**src/rtl/gen_equalizer.sv**
```systemverilog
// -----------------------------------------------------------------------------
// gen_equalizer
//   Pre-distorts generator samples on their way to the DAC. The analog output
//   chain is compensated by a gain, an offset and a first-order pre-emphasis,
//   and the result is saturated to the DAC width. This is a three-stage
//   AXI4-stream pipeline in the ACLK domain with per-stage backpressure.
//
// Ports
//   ACLK        clock
//   ARESETn     synchronous active-low reset
//   cfg_kk      signed gain, unity = 2**14
//   cfg_ls      signed offset added after the gain, output LSB units
//   cfg_pe      signed pre-emphasis coefficient, 1.0 = 2**16
//   ctl_rst     synchronous clear of pipeline, history and saturation count
//   sti_*       input stream (tdata/tlast/tvalid/tready)
//   sto_*       output stream to the DAC (tdata/tlast/tvalid/tready)
//   sts_sat     number of clipped output samples, sticks at all-ones
// -----------------------------------------------------------------------------
module gen_equalizer #(
    parameter int DWI = 14,
    parameter int DWO = 14,
    parameter int CNT = 16
) (
    input  logic                  ACLK,
    input  logic                  ARESETn,
    input  logic signed [15:0]    cfg_kk,
    input  logic signed [13:0]    cfg_ls,
    input  logic signed [17:0]    cfg_pe,
    input  logic                  ctl_rst,
    input  logic signed [DWI-1:0] sti_tdata,
    input  logic                  sti_tlast,
    input  logic                  sti_tvalid,
    output logic                  sti_tready,
    output logic signed [DWO-1:0] sto_tdata,
    output logic                  sto_tlast,
    output logic                  sto_tvalid,
    input  logic                  sto_tready,
    output logic [CNT-1:0]        sts_sat
);

    localparam int PW  = DWI + 16;   // gain product
    localparam int S1W = DWI + 3;    // gain + offset result
    localparam int DW  = S1W + 1;    // history difference
    localparam int MW  = DW + 18;    // difference * coefficient
    localparam int S2W = S1W + 4;    // emphasised sample

    // Gain with floor rounding (arithmetic shift), then offset.
    function automatic logic signed [S1W-1:0] f_gain(
        input logic signed [DWI-1:0] x,
        input logic signed [15:0]    kk,
        input logic signed [13:0]    ls
    );
        logic signed [PW-1:0]  p;
        logic signed [PW-1:0]  q;
        p = PW'(x) * PW'(kk);
        q = p >>> 14;
        return $signed(q[S1W-1:0]) + S1W'(ls);
    endfunction

    // First-order pre-emphasis: s + pe * (s - h), floor rounding.
    function automatic logic signed [S2W-1:0] f_emph(
        input logic signed [S1W-1:0] s,
        input logic signed [S1W-1:0] h,
        input logic signed [17:0]    pe
    );
        logic signed [DW-1:0] d;
        logic signed [MW-1:0] m;
        logic signed [MW-1:0] ms;
        d  = DW'(s) - DW'(h);
        m  = MW'(d) * MW'(pe);
        ms = m >>> 16;
        return S2W'(s) + $signed(ms[S2W-1:0]);
    endfunction

    // Out of range when the bits above the DAC sign bit are not all equal.
    function automatic logic f_clips(input logic signed [S2W-1:0] v);
        logic [S2W-DWO:0] u;
        u = v[S2W-1:DWO-1];
        return !((&u) || !(|u));
    endfunction

    function automatic logic signed [DWO-1:0] f_sat(input logic signed [S2W-1:0] v);
        if (!f_clips(v))
            return v[DWO-1:0];
        else if (v[S2W-1])
            return {1'b1, {(DWO-1){1'b0}}};
        else
            return {1'b0, {(DWO-1){1'b1}}};
    endfunction

    logic                  r_vld_p1, r_vld_p2, r_vld_p3;
    logic                  r_last_p1, r_last_p2, r_last_p3;
    logic signed [S1W-1:0] r_s1_p1;
    logic signed [S2W-1:0] r_s2_p2;
    logic signed [DWO-1:0] r_dat_p3;
    logic signed [S1W-1:0] r_hist;
    logic [CNT-1:0]        r_sat_cnt;

    logic w_rdy_p1, w_rdy_p2, w_rdy_p3;
    logic w_clr;

    // A stage can accept when downstream can, or when it is empty.
    assign w_rdy_p3 = sto_tready | ~r_vld_p3;
    assign w_rdy_p2 = w_rdy_p3   | ~r_vld_p2;
    assign w_rdy_p1 = w_rdy_p2   | ~r_vld_p1;
    assign w_clr    = ~ARESETn | ctl_rst;

    always_ff @(posedge ACLK) begin
        if (w_clr) begin
            r_vld_p1  <= 1'b0;
            r_vld_p2  <= 1'b0;
            r_vld_p3  <= 1'b0;
            r_last_p1 <= 1'b0;
            r_last_p2 <= 1'b0;
            r_last_p3 <= 1'b0;
            r_s1_p1   <= '0;
            r_s2_p2   <= '0;
            r_dat_p3  <= '0;
            r_hist    <= '0;
            r_sat_cnt <= '0;
        end else begin
            // S1: gain and offset
            if (w_rdy_p1) begin
                r_vld_p1 <= sti_tvalid;
                if (sti_tvalid) begin
                    r_s1_p1   <= f_gain(sti_tdata, cfg_kk, cfg_ls);
                    r_last_p1 <= sti_tlast;
                end
            end
            // S2: pre-emphasis against the previously accepted S1 sample
            if (w_rdy_p2) begin
                r_vld_p2 <= r_vld_p1;
                if (r_vld_p1) begin
                    r_s2_p2   <= f_emph(r_s1_p1, r_hist, cfg_pe);
                    r_hist    <= r_s1_p1;
                    r_last_p2 <= r_last_p1;
                end
            end
            // S3: saturation to DAC width
            if (w_rdy_p3) begin
                r_vld_p3 <= r_vld_p2;
                if (r_vld_p2) begin
                    r_dat_p3  <= f_sat(r_s2_p2);
                    r_last_p3 <= r_last_p2;
                    if (f_clips(r_s2_p2) && (r_sat_cnt != '1))
                        r_sat_cnt <= r_sat_cnt + CNT'(1);
                end
            end
        end
    end

    assign sti_tready = w_rdy_p1;
    assign sto_tdata  = r_dat_p3;
    assign sto_tlast  = r_last_p3;
    assign sto_tvalid = r_vld_p3;
    assign sts_sat    = r_sat_cnt;

endmodule
```
**config.mk**
```make
export PLATFORM = sky130hd
export DESIGN_NAME = gen_equalizer
export DESIGN_NICKNAME = d
export VERILOG_FILES = /design/src/rtl/gen_equalizer.sv
export SDC_FILE = /design/constraint.sdc
export NUM_CORES = 2
export LEC_CHECK = 0
export BUFFER_PORTS_ARGS = -buffer_cell sky130_fd_sc_hd__buf_2
export CAP_MARGIN = 20
export CORE_ASPECT_RATIO = 0.8
export CORE_MARGIN = 2
export CORE_UTILIZATION = 35
export DETAILED_ROUTE_END_ITERATION = 12
export GPL_TIMING_DRIVEN = 1
export PLACE_DENSITY_LB_ADDON = 0.08
export SYNTH_ARGS = -nofsm -noshare
export SYNTH_HDL_FRONTEND = slang
export SYNTH_SLANG_ARGS = --single-unit
export TNS_END_PERCENT = 1
```
**constraint.sdc**
```tcl
create_clock -name ACLK -period 20.7 [get_ports ACLK]
set_input_delay 4.14 -clock ACLK [delete_from_list [all_inputs] [get_ports ACLK]]
set_output_delay 4.14 -clock ACLK [all_outputs]
set_load 0.005 [all_outputs]
```
==> run_results.csv <==
group,metric,value,unit
cells_and_area,area_growth,6.680,%
clock_network,cts_buffers,9,
synth,avgSynthCellArea,8.704,um2
clock_network,tritoncts,"built",
clock_network,cts_setup_buffers,0,
synth,syn_nets,3811,
clock_network,cts_hold_buf,0,
synth,synthCells,2987,
clock_network,ctsRootBufferMaster,"clkbuf_16",
timing,min_period,12120,ps
critical_path,worst_path_max_delay_cell,"fa_1",
cells_and_area,fin_cells,4007,
critical_path,cp_max_fo,18,
timing,setup_violations,0,
die,rows,89,
die,ios,101,
die,coreArea,73610,um2
timing,fmax,0.08251,GHz
place,place_congestion,0.8420,
synth,synth_edf_count,0,
synth,syn-cell-area,26000,um2
cells_and_area,layout_commonest_cell,"inv_1",
die,die_w,308.7,um
cells_and_area,final_cell_mix,"603 x inv_1, 536 x fa_1, 417 x nand2_1",
global_route,busiest_layer,"met2",
drt,ant_nets,0,
die,initial_core_util,35.32,%
cells_and_area,final_net_count,3823,
die,fp.dieArea,76490,um2
place,dp_hpwl,58560,um
synth,synthTopCellsByArea,"fa_1 41%, ha_1 11%, inv_1 8.7%, dfxtp_1 7.0%, nand2_1 6.0%",
clock_network,cts_sinks,91,
critical_path,start_kind,"input pin",
cells_and_area,fin_area,27730,um2
critical_path,cp.arrival,12400,ps
timing,drv_slew,0,
drt,drc_errors,0,
synth,synth_flop_cell,"dfxtp_1",
clock_network,cts_resized,0,
timing,fin_skew,12.62,ps
critical_path,crit_top_cell,"fa_1",
synth,yosysTopAreaCell,"fa_1",
drt,drt_iter0_markers,929,
timing,hold_viol_final,0,
global_route,grt_use_met2,32.51,%
synth,synth_top_area_share,41.27,%
synth,async_flop_share,0,%
timing,tightest_slew,1089,ps
timing,timing.final.crit_share,58.55,%
clock_network,clock_path_buffers,2,
drt,drt-total-wl,73370,um
global_route,grt_pass1_vias,21554,
global_route,grt_pass1_wl,122100,um
hold_path,hold_path_class,"register to register",
global_route,use_met3,2.032,%
place,placed_cells,3989,
synth,ys_ff_latch,91,
timing,final.setup.tns,0,ps
global_route,grtUsageMet1,30.65,%
place,portBuffers,100,
drt,vias,19562,
drt,post_drt_wl_per_cell,18.31,um
timing,rsz0062_at_grt,"false",
clock_network,clkTransAtPathRegs,70,ps
critical_path,criticalPathCategory,"input pin to register",
synth,ys_seq_area_share,7.007,%
synth,synth_cell_type_count,76,
clock_network,insertion_delay,350,ps
timing,maxSlewHeadroom,27.38,%
critical_path,cp-end-kind,"register",
critical_path,worstPathRequired,20980,ps
global_route,antenna_found_initial,5,
global_route,grt_max_degree,79,
drt,viasPerCell,4.882,
critical_path,max_stage_delay,560,ps
clock_network,htree_levels,3,
place,placed_area,27460,um2
status,status,"finished, final reports clean",
synth,yosysWarningCount,0,
cells_and_area,post-route-util,37.68,%
drt,drtPass1Iterations,5,
cells_and_area,drive_above_1_share,5.859,%
global_route,grt_usage,20.34,%
global_route,gr-total-overflow,0,
job,drv_cap,0,
die,die_h,247.8,um
[final cells by class]
cell class | count | area, um2
Antenna cell | 2 | 5.005
Clock buffer | 10 | 229.0
Clock inverter | 6 | 40.04
Fill cell | 7575 | 45870
Inverter | 603 | 2263
Multi-Input combinational cell | 2169 | 21430
Sequential cell | 91 | 1822
Tap cell | 1001 | 1252
Timing Repair Buffer | 125 | 688.2
[synthesized netlist by cell type, types with 7 or more instances]
master and number:
a211oi_1 12, a21o_1 25, a21oi_1 127, a22oi_1 7, a31oi_1 7, and2_1 217
and3_1 11, buf_1 11, clkbuf_1 103, dfxtp_1 91, fa_1 536, ha_1 220
inv_1 603, nand2_1 417, nand2b_1 30, nand3_1 45, nand4_1 13, nor2_1 87
nor2b_1 52, nor3_1 24, o211ai_1 10, o21a_1 19, o21ai_0 59, o21ai_1 9
o21bai_1 11, o311a_1 7, o311ai_0 8, or2_2 8, or3_1 15, xnor2_1 81
xor2_1 32
[worst max-delay path, delay by kind of cell]
kind | cells | cell delay (ps)
buffers and inverters | 6 | 480
and+or+nand+nor | 5 | 550
AOI/OAI and AO/OA | 16 | 3310
adders and majority gates | 8 | 3720
xor gates and xnor gates | 1 | 160
[state kept, by name, indices dropped and copies added, names as in the netlist]
| name | count |
|---|---|
| r_s2_p2 | 21 |
| sto_tlast | 1 |
| sto_tdata | 14 |
| r_last_p1 | 1 |
| r_s1_p1 | 17 |
| sts_sat | 16 |
| r_vld_p1 | 1 |
| r_last_p2 | 1 |
| sto_tvalid | 1 |
| r_hist | 17 |
| r_vld_p2 | 1 |
[through the flow]
step | hold slack [ps] | setup WS (ps)
after floorplan | 432.1 | 9154
after global placement | 441.3 | 8292
after detailed placement | 448.0 | 8318
after CTS | 457.3 | 8608
after global routing | 469.5 | 7899
final | 452.9 | 8580
[logic make-up after synthesis]
| kind of cell | after synthesis | share of synthesized area [%] |
|---|---|---|
| AND/OR/NAND/NOR | 947 | 17.79 |
| multiplexers | 2 | 0.07701 |
| AO/OA/AOI/OAI | 350 | 8.808 |
| XOR/XNOR | 114 | 3.869 |
| adder cells (fa/ha/maj) | 756 | 51.86 |
| flip-flops | 91 | 7.007 |
| buffers and inverters | 727 | 10.58 |
[per-layer routing]
metal	vias up	wire, um
met5	-	0
met4	0	568
met3	38	3380
met2	405	32500
met1	9938	36910
li1	9181	-
[path summary, 6_finish.rpt]
check	end	cells past startpoint	startpoint	slack, ps
hold reg to reg	sto_tdata[3]$_SDFFE_PP0P_	2	r_s2_p2[3]$_SDFFE_PP0P_	450
hold / removal	sto_tdata[3]$_SDFFE_PP0P_	2	r_s2_p2[3]$_SDFFE_PP0P_	450
setup / recovery	r_s2_p2[19]$_SDFFE_PP0P_	36	cfg_pe[1]	8580
setup reg to reg	r_s2_p2[19]$_SDFFE_PP0P_	42	r_s1_p1[0]$_SDFFE_PP0P_	10230
Power is left out: the tool's default activity adds up to more than one toggle a clock period on the data nets, which glitch-free logic cannot reach.
